### config.mk
export PLATFORM = sky130hd
export DESIGN_NAME = reg_file_scoreboard
export DESIGN_NICKNAME = d
export VERILOG_FILES = /design/src/rtl/reg_file_scoreboard.sv
export SDC_FILE = /design/constraint.sdc
export NUM_CORES = 1
export LEC_CHECK = 0
export CAP_MARGIN = 20
export CORE_MARGIN = 5
export CORE_UTILIZATION = 25
export DETAILED_ROUTE_END_ITERATION = 10
export GPL_ROUTABILITY_DRIVEN = 0
export PLACE_DENSITY = 0.45
export SYNTH_ARGS = -nofsm -noshare
export SYNTH_HDL_FRONTEND = slang
export SYNTH_SLANG_ARGS = --single-unit
### constraint.sdc
create_clock -name clk -period 3.8 [get_ports clk]
set_clock_uncertainty 0.2 [all_clocks]
set_input_delay 0.76 -clock clk [delete_from_list [all_inputs] [get_ports clk]]
set_output_delay 0.76 -clock clk [all_outputs]
set_load 0.02 [all_outputs]
### src/rtl/reg_file_scoreboard.sv
// Per-register pending-write scoreboard: gates issue on RAW hazards and on a full per-register counter (WAW).
// Latency: issue_ready is combinational from registered counters; writebacks clear hazards one cycle later.
// Backpressure: issue_ready drops on hazard, full rd counter or flush, independent of issue_valid.
module reg_file_scoreboard #(
    parameter int NUM_REGS    = 32,
    parameter int MAX_PENDING = 3,
    parameter int STALL_CNT_W = 32
) (
    input  logic                        clk,
    input  logic                        reset,
    input  logic                        issue_valid,
    output logic                        issue_ready,
    input  logic                        issue_uses_rs1,
    input  logic [$clog2(NUM_REGS)-1:0] issue_rs1,
    input  logic                        issue_uses_rs2,
    input  logic [$clog2(NUM_REGS)-1:0] issue_rs2,
    input  logic                        issue_writes_rd,
    input  logic [$clog2(NUM_REGS)-1:0] issue_rd,
    input  logic                        wb_valid,
    input  logic [$clog2(NUM_REGS)-1:0] wb_rd,
    input  logic                        flush,
    output logic [NUM_REGS-1:0]         busy_mask,
    output logic                        underflow_err,
    output logic [STALL_CNT_W-1:0]      stall_cycles
);
    localparam int AW = $clog2(NUM_REGS);
    localparam int CW = $clog2(MAX_PENDING + 1);
    localparam logic [CW-1:0] CNT_MAX = CW'(MAX_PENDING);

    logic [CW-1:0] count [NUM_REGS];
    logic          haz1;
    logic          haz2;
    logic          full;
    logic          fire;

    always_comb begin
        busy_mask = '0;
        for (int i = 1; i < NUM_REGS; i++) begin
            busy_mask[i] = (count[i] != '0);
        end
    end

    // No writeback bypass: hazards look only at the registered counters.
    always_comb begin
        haz1        = issue_uses_rs1  && (issue_rs1 != '0) && busy_mask[issue_rs1];
        haz2        = issue_uses_rs2  && (issue_rs2 != '0) && busy_mask[issue_rs2];
        full        = issue_writes_rd && (issue_rd  != '0) && (count[issue_rd] == CNT_MAX);
        issue_ready = !(haz1 || haz2 || full) && !flush;
        fire        = issue_valid && issue_ready;
    end

    always_ff @(posedge clk) begin
        if (reset) begin
            for (int i = 0; i < NUM_REGS; i++) begin
                count[i] <= '0;
            end
            underflow_err <= 1'b0;
            stall_cycles  <= '0;
        end else begin
            if (issue_valid && !issue_ready && (stall_cycles != '1)) begin
                stall_cycles <= stall_cycles + 1'b1;
            end
            count[0] <= '0;
            if (flush) begin
                for (int i = 1; i < NUM_REGS; i++) begin
                    count[i] <= '0;
                end
            end else begin
                for (int i = 1; i < NUM_REGS; i++) begin
                    if (fire && issue_writes_rd && (issue_rd == AW'(i))) begin
                        if (!(wb_valid && (wb_rd == AW'(i)) && (count[i] != '0))) begin
                            count[i] <= count[i] + 1'b1;
                        end
                    end else if (wb_valid && (wb_rd == AW'(i)) && (count[i] != '0)) begin
                        count[i] <= count[i] - 1'b1;
                    end
                end
                if (wb_valid && (wb_rd != '0) && (count[wb_rd] == '0)) begin
                    underflow_err <= 1'b1;
                end
            end
        end
    end
endmodule

# [Word-level counts from Yosys, hierarchy flattened]
# Memory sizes are Yosys's and may differ from the RTL's.
# Index checks and enable logic that the tools add are counted.
[classes] addsub=63 magnitude_cmp=2 eq_ne=64 mux=414 bitwise=95 n_reduce_logical=148
[op_table] cell="two-way mux 1 bit" n=318
[op_table] cell="two-way mux 2 bit" n=94
[op_table] cell="== test 5 bit (second input constant)" n=32
[op_table] cell="logical AND 1 bit" n=106
[op_table] cell="bitwise OR 1 bit" n=94
[op_table] cell="== test 5 x 4 -> 1 bit (second input constant)" n=16
[op_table] cell="adder 2 x 1 -> 2 bit (second input constant)" n=31
[op_table] cell="nonzero test 2 bit" n=31
[op_table] cell="subtractor 2 x 1 -> 2 bit (second input constant)" n=31
[op_table] cell="== test 5 x 3 -> 1 bit (second input constant)" n=8
[op_table] cell="adder 32 x 1 -> 32 bit (second input constant)" n=1
[op_table] cell="inequality test 32 bit (second input constant)" n=1
[op_table] cell="== test 5 x 2 -> 1 bit (second input constant)" n=4
[op_table] cell="nonzero test 5 bit" n=4
[op_table] cell="< comparator 5 x 6 -> 1 bit (second input constant)" n=2
[op_table] cell="binary-select mux 1 bit (select 5 bit)" n=2
[op_table] cell="== test 5 x 1 -> 1 bit (second input constant)" n=2
[op_table] cell="zero test 1 bit" n=3
[op_table] cell="== test 2 bit (second input constant)" n=1
[op_table] cell="zero test 2 bit" n=1
[op_table] cell="logical OR 1 bit" n=2
[op_table] cell="AND reduction 2 bit" n=1
[op_table] cell="inverter 1 bit" n=1
[totals] regBits=33 mem_bits_rw=64 memories=1
[memory_table] name="count" words=32 width=2 rd=33 rd_clocked_by_memory_dff=0 write_ports=32 line_no="30" rtl="logic [CW-1:0] count [NUM_REGS];"

# [Logic depth before layout (Yosys ltp)]
# Gate-level depths: netlist (run 1).
# An unclocked memory read counts as a cell.
[depth] ltp_word=18 mapped_depth=12 ltp_nobuf=10

# [Worst setup path after synthesis (run 1)]
# OpenSTA, ideal clock, no wires.
[synth_path] path_type="input to output" start="input issue_rd[1]" end="output issue_ready" arrival_time_ps=2900 required_ps=2840 path_slack_ps=-60 stages=8 cell_sequence="buf_2 mux4_2 a22oi_1 nand3_1 and3_1 a21oi_4 clkbuf_1 and2_1"
[synth_via] elab_chain_cells=6 elab_cells_between_ends=8
[synth_lines] item="from (decl)" line_no="18" rtl="input logic [$clog2(NUM_REGS)-1:0] issue_rd,"
[synth_lines] item="memory (32 x 2 bit) / nonzero test 5 bit (equally long branches)"
[synth_lines] item="== test 2 bit / logical AND 1 bit (equally long branches)" line_no="47" rtl="full = issue_writes_rd && (issue_rd != '0) && (count[issue_rd] == CNT_MAX);"
[synth_lines] item="logical AND 1 bit (*)" line_no="47"
[synth_lines] item="logical OR 1 bit (*)" line_no="48" rtl="issue_ready = !(haz1 || haz2 || full) && !flush;"
[synth_lines] item="zero test 1 bit (*)" line_no="48"
[synth_lines] item="logical AND 1 bit (*)" line_no="48"
[synth_lines] item="to (decl)" line_no="12" rtl="output logic issue_ready,"
# Mark *: on every way between the ends. The rest lies on a longest branch, timed or not.

# [Worst setup path in the final report (run 1)]
[layout_path] start="input issue_rs1[1]" end="output issue_ready"
[layout_via] elab_chain_cells=7 elab_cells_between_ends=9
[layout_lines] item="from (decl)" line_no="14" rtl="input logic [$clog2(NUM_REGS)-1:0] issue_rs1,"
[layout_lines] item="binary-select mux 1 bit (select 5 bit) / nonzero test 5 bit (equally long branches)" line_no="45" rtl="haz1 = issue_uses_rs1 && (issue_rs1 != '0) && busy_mask[issue_rs1];"
[layout_lines] item="two-way mux 1 bit (implied by the code) / logical AND 1 bit (equally long branches)" line_no="45"
[layout_lines] item="logical AND 1 bit (*)" line_no="45"
[layout_lines] item="logical OR 1 bit (*) (2 in series)" line_no="48"
[layout_lines] item="zero test 1 bit (*)" line_no="48"
[layout_lines] item="logical AND 1 bit (*)" line_no="48"
# Mark *: on every way between the ends. The rest lies on a longest branch, timed or not. The select of a mux whose other input is x is not followed.

==> results of run 1 <==
[cell usage in the layout (no fill, tap or decap), drive strengths merged, types with 18 or more instances in the layout]
cell type	count
ha	18
a21oi	52
nand2b	23
nor2	71
buf	137
clkdlybuf4s50	84
nor3	60
edfxtp	62
mux4	19
nand3	42
inv	80
nand2	88
nand4	51
xnor2	43
dfxtp	33
[flip-flops by register name, summed over array words and instances (netlist names)]
name	flops
underflow_err	1
stall_cycles	32
count	62
[cell type report]
cell class                      instances  area (µm²)
Inverter                               76         285
Tap cell                              396         495
Sequential cell                        95        2520
Multi-Input combinational cell        684        4750
Timing Repair Buffer                  228        2110
Fill cell                            3147       20000
Clock buffer                            9         225
Clock inverter                          7        76.3
[Yosys cell counts (3+ instances only)]
| cell type | number | area share, % |
|---|---|---|
| sky130_fd_sc_hd__a311oi_1 | 4 | 0.45 |
| sky130_fd_sc_hd__clkbuf_1 | 30 | 1.5 |
| sky130_fd_sc_hd__or3b_1 | 3 | 0.34 |
| sky130_fd_sc_hd__mux4_2 | 19 | 5.5 |
| sky130_fd_sc_hd__nor4_1 | 8 | 0.65 |
| sky130_fd_sc_hd__inv_1 | 76 | 3.7 |
| sky130_fd_sc_hd__or2_2 | 9 | 0.73 |
| sky130_fd_sc_hd__nor3b_1 | 9 | 0.87 |
| sky130_fd_sc_hd__and2_1 | 10 | 0.81 |
| sky130_fd_sc_hd__nand3_1 | 42 | 2.7 |
| sky130_fd_sc_hd__and4_1 | 4 | 0.45 |
| sky130_fd_sc_hd__nand4b_1 | 4 | 0.45 |
| sky130_fd_sc_hd__buf_1 | 4 | 0.19 |
| sky130_fd_sc_hd__nand2b_1 | 23 | 1.9 |
| sky130_fd_sc_hd__xor2_1 | 9 | 1.0 |
| sky130_fd_sc_hd__xnor2_1 | 43 | 4.9 |
| sky130_fd_sc_hd__a221oi_1 | 5 | 0.57 |
| sky130_fd_sc_hd__dfxtp_1 | 33 | 8.6 |
| sky130_fd_sc_hd__mux2i_1 | 8 | 1.0 |
| sky130_fd_sc_hd__nor2_1 | 69 | 3.4 |
| sky130_fd_sc_hd__buf_4 | 6 | 0.58 |
| sky130_fd_sc_hd__a31oi_1 | 4 | 0.32 |
| sky130_fd_sc_hd__o21ai_0 | 7 | 0.45 |
| sky130_fd_sc_hd__mux2_1 | 6 | 0.87 |
| sky130_fd_sc_hd__or3_1 | 16 | 1.3 |
| sky130_fd_sc_hd__nand2_1 | 88 | 4.3 |
| sky130_fd_sc_hd__nand4_1 | 51 | 4.1 |
| sky130_fd_sc_hd__a211oi_1 | 9 | 0.87 |
| sky130_fd_sc_hd__a21o_1 | 3 | 0.29 |
| sky130_fd_sc_hd__nor2b_1 | 16 | 1.3 |
| sky130_fd_sc_hd__nand3b_1 | 7 | 0.68 |
| sky130_fd_sc_hd__nor3_1 | 59 | 3.8 |
| sky130_fd_sc_hd__a211o_1 | 10 | 1.1 |
| sky130_fd_sc_hd__ha_1 | 18 | 2.9 |
| sky130_fd_sc_hd__or2_1 | 4 | 0.32 |
| sky130_fd_sc_hd__a21oi_1 | 50 | 3.2 |
| sky130_fd_sc_hd__a31o_2 | 5 | 0.57 |
| sky130_fd_sc_hd__and3_1 | 12 | 0.97 |
| sky130_fd_sc_hd__buf_2 | 12 | 0.78 |
| sky130_fd_sc_hd__o2111ai_1 | 7 | 0.79 |
| sky130_fd_sc_hd__a2111oi_2 | 5 | 0.97 |
| sky130_fd_sc_hd__edfxtp_1 | 62 | 24 |
[timing repair]
action                                  CTS  global route
hold buffers                              0             0
pin swaps                                 6             7
resized for setup                        24            12
endpoints found under the setup margin    2            15
endpoints found under the hold margin     0             0
buffers inserted                          4             4
[worst max-delay path by stage]
stage                       from  cells past startpoint  slack, ps     endpoint
finish              issue_rs1[1]                      8         40  issue_ready
global route        issue_rs1[1]                      8        -10  issue_ready
CTS                  issue_rd[0]                      9          7  issue_ready
detailed placement   issue_rd[1]                      9       -730  issue_ready
global placement     issue_rd[1]                      9       -690  issue_ready
floorplan            issue_rd[1]                      8         30  issue_ready
[per-layer routing]
metal	vias to the layer above	GRT usage, %	wire (µm)
met5	-	0	12
met2	247	26.6	12900
met4	2	4.55	637
li1	3696	-	-
met3	42	3.22	1800
met1	3678	22.6	13400
[critical path, delay by kind of cell]
kind / cells / cell delay, ps
buf+inv: 3 / 730
mux: 1 / 540
compound gates: 1 / 340
simple gates: 3 / 420
[power by group]
part / internal (µW) / leakage [µW] / total (µW) / switching (µW)
logic: 317 / 0.00269 / 721 / 404
registers: 1130 / 0.000958 / 1160 / 30.0
clock network: 467 / 0.000147 / 954 / 486
[logic make-up after synthesis]
kind of cell | after synthesis | synth area share [%]
AOI/OAI and AO/OA | 133 | 13.0
xor gates and xnor gates | 52 | 5.90
adders and majority gates | 18 | 2.92
buffers and inverters | 129 | 6.85
DFF | 95 | 32.7
muxes | 35 | 7.74
other | 1 | 0.0486
and+or+nand+nor | 445 | 30.8
[per-stage QoR]
stage               util (%)  setup TNS [ps]
global placement        32.8          -17300
global route            34.3           -10.8
detailed placement      32.8          -23750
finish                  34.3               0
floorplan                  -               0
CTS                     34.0               0
==> results.txt, run 1 <==
- The run finished with clean final reports.
* Total power density per cell area: 271 nW/µm²
- The critical path goes through clkdlybuf4s50_1 > buf_6 > mux4_2 > a221oi_4 > nor4b_4 > nor2_4 > and2_4 > buf_6.
- After synthesis the cells add up to 7720 µm².
- Die footprint: 34500 µm²
* Library cell appearing most often on the critical path: sky130_fd_sc_hd__buf_6
- Total power draw: 2830 µW
- ANT nets after route: 0
- STA classifies the critical path endpoint as an output pin.
- Clock Sink Count: between 90 and 100
* Vias: 7665
* Fmax: roughly 0.27 GHz
- Delay of the slowest cell on the worst path: between 500 and 600 ps
* Total instance count after detailed placement: 1471
- Clk pin slew, worst setup/hold paths: roughly 80 ps
* Worst min-delay path endpoint: underflow_err
- The pre-antenna-repair detailed-routing pass consisted of 5 iterations.
- Leakage power total: around 0.0038 µW
- In the final routed layout, each cell accounts on average for roughly 19 µm.
* # IOs: 94
* Source of the worst register-to-register timing path: count[15][1]
- Initial core utilization: approximately 25%
- Slew Limit Headroom: between 50% and 60%
* Post-Synthesis Cells: ~910
- STA classifies the critical path startpoint as an input port.
- Counting every net in the synthesized netlist gives ~950.
- Buffers inserted during clock tree synthesis total 9.
* Required time at the worst-slack endpoint: about 2800 ps
- Counting instances, the worst hold path has a depth of 2.
- Setup violations remaining at the end of the flow were counted as 0.
- Remaining global-route overflow: 0
* H-tree Lvls: 3
- Input and output buffers added on the ports amount to just over 90.
- After layout, the worst path uses slightly below 100% of the clock period.
* Max-capacitance violation count: 0
* Row cnt: 64
- Maximum fanout encountered on the critical timing path: 6
- Maximum number of pins on one net before global-route repair: 40
- Layout Cell Area excl Fill: ~10000 µm²
- Maximum clock insertion buffer count: 2
- Final hold slack: approximately 260 ps
* Routed wire length: 28.8 mm
- The root buffer cell chosen for the clock tree is sky130_fd_sc_hd__clkbuf_16.
- Layout Cells excl Fill: around 1500
* Number of global-route vias before repair: roughly 7500
- After floorplanning, the core was sized to cover just over 30000 µm².
- Detailed Route Iter0 Violations: between 500 and 600
- Cell count of the worst reg-to-reg path: 12
- Sequential element share of the synthesized area: 32.7%
- At the pin with the least slew margin, the transition time is 613 ps.
- Horizontal die dimension: 186 µm
- Pre-CTS setup slack: -731 ps
* Library cell contributing the largest single delay on the critical path: sky130_fd_sc_hd__mux4_2
- After legalization and detailed placement, the total HPWL measured roughly 22 mm.
- Data arrives at the worst endpoint at about 2800 ps.
- Yosys printed 0 warnings.
- Layout cells sized above 1: about a fifth
- R2R setup slack: about 310 ps
- Number of distinct library cells after synthesis: ~70
- The worst-case IR drop observed on VDD is between 0.00015 and 0.0002 V.
- Number of hold violations in the final report: 0
* Category of the critical setup timing path: in -> out
- For this run, the total global-route usage over all layers was measured as between 15 and 20%.
* Final setup slack of the worst path: ~38 ps
* Number of antenna violations at the first check in global routing: 1
* Fraction of registers with async set or reset after synthesis: 0%
- Post-synth top flop: sky130_fd_sc_hd__edfxtp_1
* Antenna diode count: 0
- The first global-routing pass estimated around 44 mm of wire.
- A synthesized cell averages between 8 and 9 µm².
* FF-to-FF End: stall_cycles[25]
* Synthesis-to-layout area growth: 35.5%
* Startpoint of the lowest-slack hold path: underflow_err
- Seq cells post-synth: 95
* Count of unresolved DRC violations after routing: 0
* Via-to-Cell Ratio: between 5 and 6
- In this run, synthesis inferred 62 flip-flops with an integrated enable.
- In this run the cell area measured after placement is roughly 10000 µm².
- The path class of the tightest hold or removal check is reg -> reg.
- The max-slew violation count was 0.
* Height of the chip: about 190 µm
- Subtracting the final worst setup slack from the clock period gives roughly 3800 ps.
- Clock tree from TritonCTS: built
* Number of nets in the layout: around 1100
- Latest clock arrival within the worst-skew pair: approximately 370 ps
Power figures use the tool's default switching activity.
==> inputs of run 2 (changes only) <==
- SETUP_SLACK_MARGIN: unset -> 0.5
==> run 2 against run 1 <==
Non-clock buffer count rose by 27. Largest cell class unchanged. Combinational power rose by 14%. First-iteration DRC count up 3.1%. Maximum frequency up 7.3%. Sequential cell count did not move. Clock power fell by 1%. Sequential power is essentially flat. Cell count grew 1.8%. Highest routed layer unchanged. Register-to-register slack improved by 70 ps. Via count grew 2.2%.
==> results.txt, run 2 (synthesis results as in run 1) <==
* Run status: finished, final reports clean (unchanged)
- The CTS tree is built (unchanged).
* Global router's overall resource usage: 16.5% (about the same)
- Required time at the worst-slack endpoint: 2840 ps (about the same)
- The count of cells along the worst register-to-register path was 13 (was 12).
* ANT nets after route: 0 (unchanged)
- Pre-Repair DR Iteration Count: 5 (unchanged)
* Crit path buf inv count: 2 (was 3)
- The height of the chip was 186 µm (unchanged).
* Arr. time, crit path: 2550 ps (was 2800 ps)
- The final cell utilization of the core was 36.8% (was 34.3%).
* H-tree Lvls: 3 (unchanged)
- Slew Limit Headroom: 54.9% (was 59.2%)
- Delay of the slowest cell on the worst path: 460 ps (was 540 ps)
* Horizontal die dimension: 186 µm (unchanged)
- The root buffer selected by CTS is sky130_fd_sc_hd__clkbuf_16 (unchanged).
- The clock latency of the later-clocked register in the worst-skew pair was 370 ps (about the same).
- Ordered list of cells on the worst path: inv_1 > ha_4 > mux4_2 > mux2i_1 > a221oi_2 > nor4bb_4 > nor2_4 > and2_4 > buf_6 (was clkdlybuf4s50_1 > buf_6 > mux4_2 > a221oi_4 > nor4b_4 > nor2_4 > and2_4 > buf_6).
* Clk pin slew, worst setup/hold paths: 80 ps (about the same)
* Maximum fanout encountered on the critical timing path: 4 (was 6)
- The detailed-route DRC error count was 0 (unchanged).
- The post-route minimum period was 3510 ps (was 3760 ps).
- Maximum number of pins on one net before global-route repair: 40 (unchanged)
- The area of the die is 34500 µm² (unchanged).
- Row cnt: 64 (unchanged)
- The top register by number of flip-flops was count (unchanged).
- Startpoint of the lowest-slack hold path: underflow_err (unchanged)
- Layout cells sized above 1: 29.4% (was 20.1%)
- The clock buffer count from CTS was 9 (unchanged).
* Cell area reported after detailed placement: 9880 µm² (was 10000 µm²)
- Layout Cell Area excl Fill: 11200 µm² (was 10500 µm²)
- Antenna diode count: 0 (unchanged)
* Fmax: 0.285 GHz (was 0.266 GHz)
* Total power density per cell area: 260 nW/µm² (was 271 nW/µm²)
* Cell family with most CP delay: multiplexers (was buffers and inverters)
- The number of global-route vias before repair came to 7518 (was 7532).
* Maximum clock insertion buffer count: 2 (unchanged)
- The transition time at the pin with the least slew margin is 674 ps (was 613 ps).
* Top flop regs: count (62), stall_cycles (32), underflow_err (1) (unchanged)
* Total setup violations reported at the end of the flow: 0 (unchanged)
* Commonest non-fill, non-tap cells in the layout: sky130_fd_sc_hd__buf_4, sky130_fd_sc_hd__nand2_1, sky130_fd_sc_hd__clkdlybuf4s50_1 (unchanged)
* Number of cells on the critical path: 9 (was 8)
- Fill cells: 3118 (was 3147)
- Number of hold violations in the final report: 0 (unchanged)
- The destination of the worst hold path is underflow_err (unchanged).
- The kind of start point of the critical path was a flop (was input port).
- The endpoint kind of the worst setup timing path is an output pin (unchanged).
- The max-slew violation count came to 0 (unchanged).
- The number of maximum-capacitance violations is 0 (unchanged).
- Clock Sink Count: 95 (unchanged)
- Count of port buffers added during placement: 92 (unchanged)
* # IOs: 94 (unchanged)
- The final net count is 1167 (was 1140).
- The number of vias after detailed routing is 7836 (was 7665).
- Remaining global-route overflow: 0 (unchanged)
- Number of antenna violations at the first check in global routing: 2 (was 1)
- Number of flip-flops under the largest register name: 62 (unchanged)
- The routed length per placed instance came to 19.4 µm (was 19.2 µm).
* Worst hold path class: reg -> reg (unchanged)
- The total wire length was 29.5 mm (was 28.8 mm).
- Hold path cells: 2 (unchanged)
- The setup slack on the worst flop-to-flop path came to 380 ps (was 310 ps).
- Detailed Route Iter0 Violations: 537 (was 521)
- Via-to-Cell Ratio: 5.15 (was 5.13)
* Leakage power total: 0.00406 µW (was 0.00380 µW)
- The share of the clock period used by the worst path after layout came to 92.3% (was 99.0%).
* Library cell contributing the largest single delay on the critical path: sky130_fd_sc_hd__mux4_2 (unchanged)
- Worst IR Drop VDD: 0.000165 V (was 0.000180 V)
- Wire length of the first global-routing pass: 44.0 mm (was 43.9 mm)
- The signed area change from the synthesized netlist to the final layout is 45.6% (was 35.5%).
* DPL Wire Length: 21.7 mm (was 22.3 mm)
- Category of the critical setup timing path: reg -> out (was in -> out)
- Setup repair after global routing could not meet its margin everywhere.
- Core Footprint: 30500 µm² (unchanged)
- Source of the worst register-to-register timing path: count[15][0] (was count[15][1])
* Total power draw: 2920 µW (was 2830 µW)
- The endpoint of the lowest-slack register-to-register path is stall_cycles[29] (was stall_cycles[25]).
* Most common cell after layout, fill and taps aside: sky130_fd_sc_hd__buf_4 (unchanged)
- Initial core utilization: 25.3% (unchanged)
[run 2: changes by cell type in the layout (fill, tap and decap cells not counted), moves of 9 or more]
cell,previous run,this run
sky130_fd_sc_hd__a21oi_2,0,10
sky130_fd_sc_hd__ha_1,18,1
sky130_fd_sc_hd__a21oi_1,50,40
sky130_fd_sc_hd__buf_6,7,19
sky130_fd_sc_hd__buf_4,119,131
sky130_fd_sc_hd__xnor2_2,0,13
sky130_fd_sc_hd__ha_4,0,9
sky130_fd_sc_hd__xnor2_1,43,30
[run 2: metal layers]
layer / up-vias / part of all wire [%] / track usage [%]
met4: 4 / 1.7 / 4.43
met5: - / 0.071 / 0
li1: 3741 / - / -
met2: 228 / 46 / 26.3
met1: 3823 / 46 / 23.0
met3: 40 / 5.9 / 3.13
[run 2: per-stage QoR]
| stage | setup TNS [ps] | cells | setup WS, ps | hold slack (ps) |
|---|---|---|---|---|
| after floorplan | 0 | 908 | 292 | 322 |
| after global placement | -23390 | 1456 | -553 | 238 |
| after detailed placement | -25950 | 1456 | -550 | 249 |
| after CTS | 0 | 1492 | 263 | 264 |
| after global routing | 0 | 1522 | 211 | 288 |
| final | 0 | 1522 | 293 | 256 |
[run 2: area by class of cell]
cell class / instances / area [µm²] / share of cell area, %
Clock buffer: 9 / 225 / 2.00
Clock inverter: 7 / 62.6 / 0.557
Inverter: 76 / 285 / 2.54
Multi-Input combinational cell: 684 / 5250 / 46.7
Sequential cell: 95 / 2520 / 22.4
Tap cell: 396 / 495 / 4.41
Timing Repair Buffer: 255 / 2400 / 21.3
[run 2: worst reg2reg max path: cells and delay by family, from the launching register on]
family / cells / cell delay [ps]
compound gates: 2 / 390
mux: 3 / 980
fa+ha+maj: 1 / 180
flops: 1 / 380
buf+inv: 4 / 590
simple gates: 3 / 600
[run 2: report_power, final]
part           switching (µW)  internal [µW]
combinational             435            384
sequential               31.0           1130
clock                     481            461
total                     948           1970
[run 2: timing repair]
item | 4_1_cts | 5_1_grt
hold buffers | 0 | 0
hold endpoints to repair | 0 | 0
endpoints found under the setup margin | 157 | 129
gates cloned | 2 | 3
resized for setup | 69 | 101
setup buffers | 18 | 27
pin swaps | 15 | 54
[run 2: worst max path at each step]
stage	startpoint	end	slack (ps)
after floorplan	issue_rs2[0]	issue_ready	290
after global placement	issue_rs2[0]	issue_ready	-550
after detailed placement	issue_rs2[0]	issue_ready	-550
after CTS	count[15][1]	issue_ready	260
after global routing	count[15][0]	issue_ready	210
final	count[15][0]	issue_ready	290
